--- src/rtl/wdt_pkg.sv ---
// Shared types and constants for the watchdog interrupt bridge.
package wdt_pkg;

    typedef enum logic [1:0] {
        IDLE,
        PENDING,
        SERVICED,
        ESCALATE
    } wdt_irq_state_e;

    localparam int unsigned ESC_CYCLES_DEF  = 1024;
    localparam int unsigned SYNC_STAGES_DEF = 2;
    localparam int unsigned WTO_CNT_W       = 8;

    function automatic logic [WTO_CNT_W-1:0] sat_inc(input logic [WTO_CNT_W-1:0] v);
        return (v == '1) ? v : v + WTO_CNT_W'(1);
    endfunction

endpackage

--- src/rtl/bit_sync.sv ---
// N-flop single-bit synchroniser, async active-low reset, reset value 0.
module bit_sync #(
    parameter int unsigned STAGES = 2
) (
    input  logic clk,
    input  logic rst,
    input  logic d_i,
    output logic q_o
);

    logic [STAGES-1:0] sync_q;

    always_ff @(posedge clk or negedge rst) begin
        if (!rst) begin
            sync_q <= '0;
        end else begin
            sync_q <= {sync_q[STAGES-2:0], d_i};
        end
    end

    assign q_o = sync_q[STAGES-1];

endmodule

--- src/rtl/wdt_irq_bridge.sv ---
// Synchronises the WDT timeout level, raises a CPU interrupt on its rising
// edge and escalates to a sticky reset request if software does not service it.
module wdt_irq_bridge
    import wdt_pkg::*;
#(
    parameter int unsigned SYNC_STAGES = SYNC_STAGES_DEF,
    parameter int unsigned ESC_CYCLES  = ESC_CYCLES_DEF,
    parameter int unsigned ESC_W       = $clog2(ESC_CYCLES)
) (
    input  logic                 clk,
    input  logic                 rst,
    input  logic                 wto_async,
    input  logic                 irq_en,
    input  logic                 irq_ack,
    output logic                 irq_o,
    output logic                 pending_o,
    output logic                 rst_req_o,
    output logic [WTO_CNT_W-1:0] wto_cnt_o
);

    localparam logic [ESC_W-1:0] ESC_LAST = ESC_W'(ESC_CYCLES - 1);

    wdt_irq_state_e       state_q, state_d;
    logic [ESC_W-1:0]     esc_cnt_q, esc_cnt_d;
    logic [WTO_CNT_W-1:0] wto_cnt_q;
    logic                 wto_sync;
    logic                 wto_d_q;
    logic                 sync_flushed;
    logic                 wto_rise;

    bit_sync #(
        .STAGES(SYNC_STAGES)
    ) u_wto_sync (
        .clk(clk),
        .rst(rst),
        .d_i(wto_async),
        .q_o(wto_sync)
    );

    // Goes high once the synchroniser holds real samples rather than reset
    // zeros; until then the edge flop reads as high so a level held through
    // reset cannot look like a fresh rising edge.
    bit_sync #(
        .STAGES(SYNC_STAGES)
    ) u_flush (
        .clk(clk),
        .rst(rst),
        .d_i(1'b1),
        .q_o(sync_flushed)
    );

    always_ff @(posedge clk or negedge rst) begin
        if (!rst) begin
            wto_d_q <= 1'b0;
        end else begin
            wto_d_q <= wto_sync | ~sync_flushed;
        end
    end

    assign wto_rise = wto_sync & ~wto_d_q;

    always_ff @(posedge clk or negedge rst) begin
        if (!rst) begin
            wto_cnt_q <= '0;
        end else if (wto_rise) begin
            wto_cnt_q <= sat_inc(wto_cnt_q);
        end
    end

    always_ff @(posedge clk or negedge rst) begin
        if (!rst) begin
            state_q   <= IDLE;
            esc_cnt_q <= '0;
        end else begin
            state_q   <= state_d;
            esc_cnt_q <= esc_cnt_d;
        end
    end

    always_comb begin
        state_d   = state_q;
        esc_cnt_d = esc_cnt_q;
        unique case (state_q)
            IDLE: begin
                if (wto_rise) begin
                    state_d   = PENDING;
                    esc_cnt_d = '0;
                end
            end
            PENDING: begin
                esc_cnt_d = esc_cnt_q + ESC_W'(1);
                if (irq_ack) begin
                    state_d   = SERVICED;
                    esc_cnt_d = '0;
                end else if (esc_cnt_q == ESC_LAST) begin
                    state_d = ESCALATE;
                end
            end
            SERVICED: begin
                esc_cnt_d = esc_cnt_q + ESC_W'(1);
                if (!wto_sync) begin
                    state_d = IDLE;
                end else if (esc_cnt_q == ESC_LAST) begin
                    state_d = ESCALATE;
                end
            end
            ESCALATE: begin
                state_d = ESCALATE;
            end
            default: begin
                state_d = IDLE;
            end
        endcase
    end

    assign irq_o     = (state_q == PENDING) & irq_en;
    assign pending_o = (state_q == PENDING) | (state_q == SERVICED);
    assign rst_req_o = (state_q == ESCALATE);
    assign wto_cnt_o = wto_cnt_q;

endmodule
--- config.mk ---
export PLATFORM = sky130hd
export DESIGN_NAME = wdt_irq_bridge
export DESIGN_NICKNAME = d
export VERILOG_FILES = /design/src/rtl/wdt_pkg.sv /design/src/rtl/bit_sync.sv /design/src/rtl/wdt_irq_bridge.sv
export SDC_FILE = /design/constraint.sdc
export NUM_CORES = 1
export LEC_CHECK = 0
export BUFFER_PORTS_ARGS = -buffer_cell sky130_fd_sc_hd__buf_2
export CAP_MARGIN = 20
export CELL_PAD_IN_SITES_DETAIL_PLACEMENT = 0
export CELL_PAD_IN_SITES_GLOBAL_PLACEMENT = 1
export CORE_ASPECT_RATIO = 1.2
export CORE_UTILIZATION = 35
export CTS_BUF_LIST = sky130_fd_sc_hd__clkbuf_8
export CTS_CLUSTER_SIZE = 12
export DETAILED_ROUTE_END_ITERATION = 8
export PLACE_DENSITY = 0.69
export SKIP_CTS_REPAIR_TIMING = 1
export SLEW_MARGIN = 20
export SYNTH_ARGS = -nofsm -noshare
export SYNTH_HDL_FRONTEND = slang
export SYNTH_HIERARCHICAL = 1
export SYNTH_SLANG_ARGS = --single-unit
--- constraint.sdc ---
create_clock -name clk -period 3.2 [get_ports clk]
set_clock_uncertainty 0.05 [all_clocks]
set_input_delay 0.16 -clock clk [delete_from_list [all_inputs] [get_ports clk]]
set_output_delay 0.16 -clock clk [all_outputs]
set_load 0.05 [all_outputs]
After elaboration in Yosys (flattened, before gate mapping)
Index checks and enable logic that the tools add are counted.
{ "totals": {"reg_bits": 25, "latchBits": 0, "mem_bits_rw": 0, "mem_bits_ro": 0, "in_bits": 5, "output_inout_bits": 11, "elab_cells": 33, "n_memories": 0} }
{ "op_classes": {"n_addsub": 2, "multipliers": 0, "div_mod_pow": 0, "n_lt_le_gt_ge": 0, "eq_ne": 6, "shifts": 0, "n_mux": 8, "bitwise": 7, "n_reduce_logical": 4} }
{ "ops": {"columns": ["cell", "n"], "rows": [
  ["$pmux W10 S3", 1],
  ["$mux W10", 2],
  ["$add A10 B1 Y10 const B", 1],
  ["$eq A10 B10 Y1 const B", 1],
  ["$add A8 B1 Y8 const B", 1],
  ["$eq A8 B8 Y1 const B", 1],
  ["$mux W2", 4],
  ["$pmux W2 S4", 1],
  ["$eq A2 B2 Y1 const B", 2],
  ["$reduce_and A2 Y1", 2],
  ["$not A1 Y1", 3],
  ["$reduce_bool A3 Y1", 1],
  ["$and A1 B1 Y1", 2],
  ["$eq A2 B1 Y1 const B", 1],
  ["$logic_not A2 Y1", 1],
  ["$ne A2 B2 Y1 const B", 1],
  ["$or A1 B1 Y1", 2]
]} }

Longest topological paths before layout
{ "depth": {"ltp_word": 4, "depth_mapped": 6, "mapped_depth_nobuf": 6} }

By module
Netlist, hierarchy kept.
{ "by_module_without_submodules": {"columns": ["module", "instances", "cells_each", "area_per_inst_um2", "seq_area_each_um2"], "rows": [
  ["wdt_irq_bridge", 1, 120, 1255.0, 525.5],
  ["bit_sync", 2, 2, 50.0, 50.0]
]} }

Worst setup path before layout
OpenSTA, ideal clock, no wires.
{ "synth_path": {"kind": "register to register", "from": "register wto_cnt_q[0] (netlist: wto_cnt_o[0])", "to": "register wto_cnt_q[1] (netlist: wto_cnt_o[1])", "setup_time_ps": 125, "t_arrival_ps": 1670, "required_time_ps": 3025, "setup_slack_ps": 1355, "stages_incl_launch_ff": 5, "n_path_buf": 0, "period_less_slack_ps": 1845, "cell_sequence": "dfrtp_1 ha_1 nand4_1 o21ai_2 mux2_2"} }
{ "synth_between": {"elab_chain_len": 3, "elab_cells_between_ends": 4, "classes_between": "1 x add/sub; 1 x eq/ne; 1 x bitwise; 1 x reduce/logical"} }
{ "synth_lines": {"columns": ["item", "line_no", "text"], "rows": [
  ["from (decl)", "wdt_irq_bridge.sv:25", "logic [WTO_CNT_W-1:0] wto_cnt_q;"],
  ["from (signal assigned)", "wdt_irq_bridge.sv:66", "wto_cnt_q <= sat_inc(wto_cnt_q);"],
  ["branches (longest 3 deep; another with $add A8 B1 Y8)", null, null]
]} }
Several ways; the timed one is not identified.
A chain may end at the register's enable or synchronous reset.

Worst setup path after layout
{ "layout_path": {"from": "register state_q[1]", "to": "register esc_cnt_q[0]"} }
{ "layout_between": {"elab_chain_len": 3, "elab_cells_between_ends": 7, "classes_between": "3 x eq/ne; 1 x mux; 3 x reduce/logical"} }
{ "layout_lines": {"columns": ["item", "line_no", "text"], "rows": [
  ["from (decl)", "wdt_irq_bridge.sv:23", "wdt_irq_state_e state_q, state_d;"],
  ["from (signal assigned)", "wdt_irq_bridge.sv:75", "state_q <= state_d;"],
  ["$eq A2 B1 Y1, or another cell as far along", "wdt_irq_bridge.sv:83", "unique case (state_q)"],
  ["$reduce_bool A3 Y1 (no line) or $ne A2 B2 Y1 (tied branches)", null, null],
  ["$reduce_and A2 Y1 (no line)", null, null],
  ["to (signal assigned)", "wdt_irq_bridge.sv:76", "esc_cnt_q <= esc_cnt_d;"],
  ["to (decl)", "wdt_irq_bridge.sv:24", "logic [ESC_W-1:0] esc_cnt_q, esc_cnt_d;"]
]} }
Several ways; a longest one is shown, not always the timed one.

==> flow_summary.ini <==
[floorplan]
rows = 24
core_sq_um = 3660
start_util_pct = 37.0
die_h_microns = 70.2
pin_count = 16
fp.dieW_microns = 58.8
die_area_sq_um = 4130

[cells_and_area]
nFillCells = 387
post-route-util_pct = 42.6
diodes = 0
final_area_sq_um = 1560
nNetsFinal = 158
area_delta_synth_final_pct = 15.2
drive_gt1_share_pct = 24.8

[critical_path]
path_max_fanout = 10
path_cells = inv_1, ha_1, nor2b_2, o21ai_4, nor2_4, mux2_2
startpoint = state_q[1]
startpoint_type = register
path_delay_family = flip-flops
crit_buf_inv = 1
cp_slowest_cell = dfrtp_1
slowest_delay_ns = 0.42
r2r-start = state_q[1]
crit_type = register to register
cp.required_ns = 3.30
setup.worst_path.end_class = register
arrival_ns = 1.86

[synth]
avgSynthCellArea_sq_um = 10.9
muxShareOfSynthArea_pct = 5.17
synthDominantCellAreaShare_pct = 46.2
synth_seq_cells = 25
ys.flop_type = dfrtp_1
syn_nets = 136
synthAdderAreaFrac_pct = 6.46
syn_inst = 124
synth_common_cells = dfrtp_1, nor2_1, ha_1, inv_1
synth.most_common_cell = dfrtp_1
synth_xor_area_share_pct = 0.646
synth_cell_types = 45
synth_compound_area_share_pct = 19.3
ys_top_cells_by_area = dfrtp_1, ha_1, a22o_1
synthArstFlopShare_pct = 100
netlist_area_sq_um = 1360
synth_top_family_by_area = simple AND/OR/NAND/NOR gates
synth_top_area_cell = dfrtp_1
synth-simple-area-share_pct = 20.0
synth-seq-area-share_pct = 46.2
synth_edf_count = 0
ys.warnings.count = 6

[sta]
setup_slack_ns = 1.44
finalSetupViolCount = 0
rsz0062_at_grt = false
relSlewSlack_pct = 62.9
fmax_mhz = 570
finalCritPeriodShare_pct = 54.9
drv_slew = 0
tightest_slew_ns = 0.557
fin_crit_ns = 1.76
hold_viol = 0
setup_tns_ns = 0

[place]
place_congestion = 0.698
place_area_sq_um = 1500
dp_slack_ns = 1.45
dp_hpwl_mm = 1.83
portBuffers = 15

[pwr]
cellLeakagePower_nw = 0.703
p_int_w = 0.000679
clkPwrFrac_pct = 14.3
comb_power_share_pct = 52.0
p_sw_share_pct = 47.0
total_power_w = 0.00128
power.density_nw_per_um2 = 820
p_switching_w = 0.000602
p_seq_share_pct = 33.7
vdd_drop_max_mv = 0.647

[clocking]
cts_buffer_depth = 2
htreeDepth = 1
clk_pin_slew_worst_paths_ns = 0.09
cts-root-buf = clkbuf_8
cts_tree = done
numCtsBuffers = 3
clk_latency_ns = 0.26
clock-sinks = 25

[routing]
via_per_inst = 5.01
ant_nets = 0
vias = 986
drt_wl_total_mm = 2.49
drc = 0
drt-pass1-iter-count = 4
routedWlPerCell_microns = 12.6
drt_iter0_drc = 23

[hold_path]
min_path_type = primary input to register
hp-start = irq_ack

[grt]
antenna_found_initial = 0
grt_max_degree = 26
grt_usage_pct = 14.1
grt_pass1_wl_mm = 4.45
grt_overflow = 0
first_global_vias = 984

[outcome]
status = finished clean

[flow_run]
cap_viol_max_count = 0
==> layout by cell type, fill, tap and decap left out, drive strengths merged, types with 3 or more instances in the layout <==
| cell type | instances |
|---|---|
| ha | 7 |
| clkbuf | 3 |
| a21oi | 4 |
| a22o | 6 |
| nand2b | 3 |
| nor2b | 6 |
| nor3 | 4 |
| buf | 15 |
| o21ai | 9 |
| dfrtp | 25 |
| a21o | 3 |
| nand2 | 6 |
| nor2 | 9 |
| and3 | 3 |
| inv | 7 |
| nand4 | 4 |
| mux2 | 5 |
| nand3 | 4 |
==> metrics by stage <==
stage / cells / hold slack (ns)
final: 197 / 0.206
after global routing: 197 / 0.230
after CTS: 195 / -0.162
after global placement: 191 / 0.142
after floorplan: 124 / -0.186
after detailed placement: 191 / 0.135
==> power groups by stage <==
| stage | combinational (W) | clock [W] | sequential (W) |
|---|---|---|---|
| 6_report | 0.000666 | 0.000183 | 0.000431 |
| 5_1_grt | 0.000731 | 0.000206 | 0.000441 |
| 4_1_cts | 0.000672 | 0.000194 | 0.000432 |
| 3_5_place_dp | 0.000670 | 0 | 0.000437 |
| 3_3_place_gp | 0.000657 | 0 | 0.000435 |
| 2_1_floorplan | 0.000438 | 0 | 0.000530 |
==> logic make-up (layout without fill, tap and decap cells) <==
kind of cell    Yosys count  in the layout
flops                    25             25
buf+inv                   7             28
xor+xnor                  1              1
fa+ha+maj                 7              7
other cells               1              1
simple gates             44             44
compound gates           33             33
mux                       6              6
==> final cells by class <==
cell class	count	area (sq um)	share of cell area, %
clock buffers	3	41.3	2.64
clock inverters	1	5.00	0.321
inverters	7	26.3	1.68
multi-input cells	92	703	45.0
flip-flops and latches	25	626	40.1
well taps	52	65.1	4.17
repair buffers	17	95.1	6.09
==> registers in the layout, summed over array words and instances (netlist names) <==
register           count
wto_d_q                1
state_q                2
esc_cnt_q             10
u_flush/sync_q         2
wto_cnt_o              8
u_wto_sync/sync_q      2
==> path summary, 6_finish.rpt <==
check                                        to  slack, ns  cells after the start
max                                esc_cnt_q[0]       1.44                      6
min                                  state_q[1]       0.21                      3
max reg2reg                        esc_cnt_q[0]       1.44                      6
min reg2reg                u_wto_sync/sync_q[1]       0.31                      0
max in group asynchronous          wto_cnt_o[0]       2.37                      2
min in group asynchronous          esc_cnt_q[3]       0.36                      2
==> worst register-to-register path: stages (launching register included) <==
cell	delay, ns
dfrtp_1	0.42
inv_1	0.11
ha_1	0.23
nor2b_2	0.19
o21ai_4	0.29
nor2_4	0.10
mux2_2	0.26
==> metal layers <==
layer	part of all wire, %	wire (microns)	GRT usage [%]
met5	0	0	0
met4	1.0	25	6.08
met3	1.6	40	2.22
met2	51	1270	22.7
met1	46	1150	18.2
(Power assumes the default switching activity.)
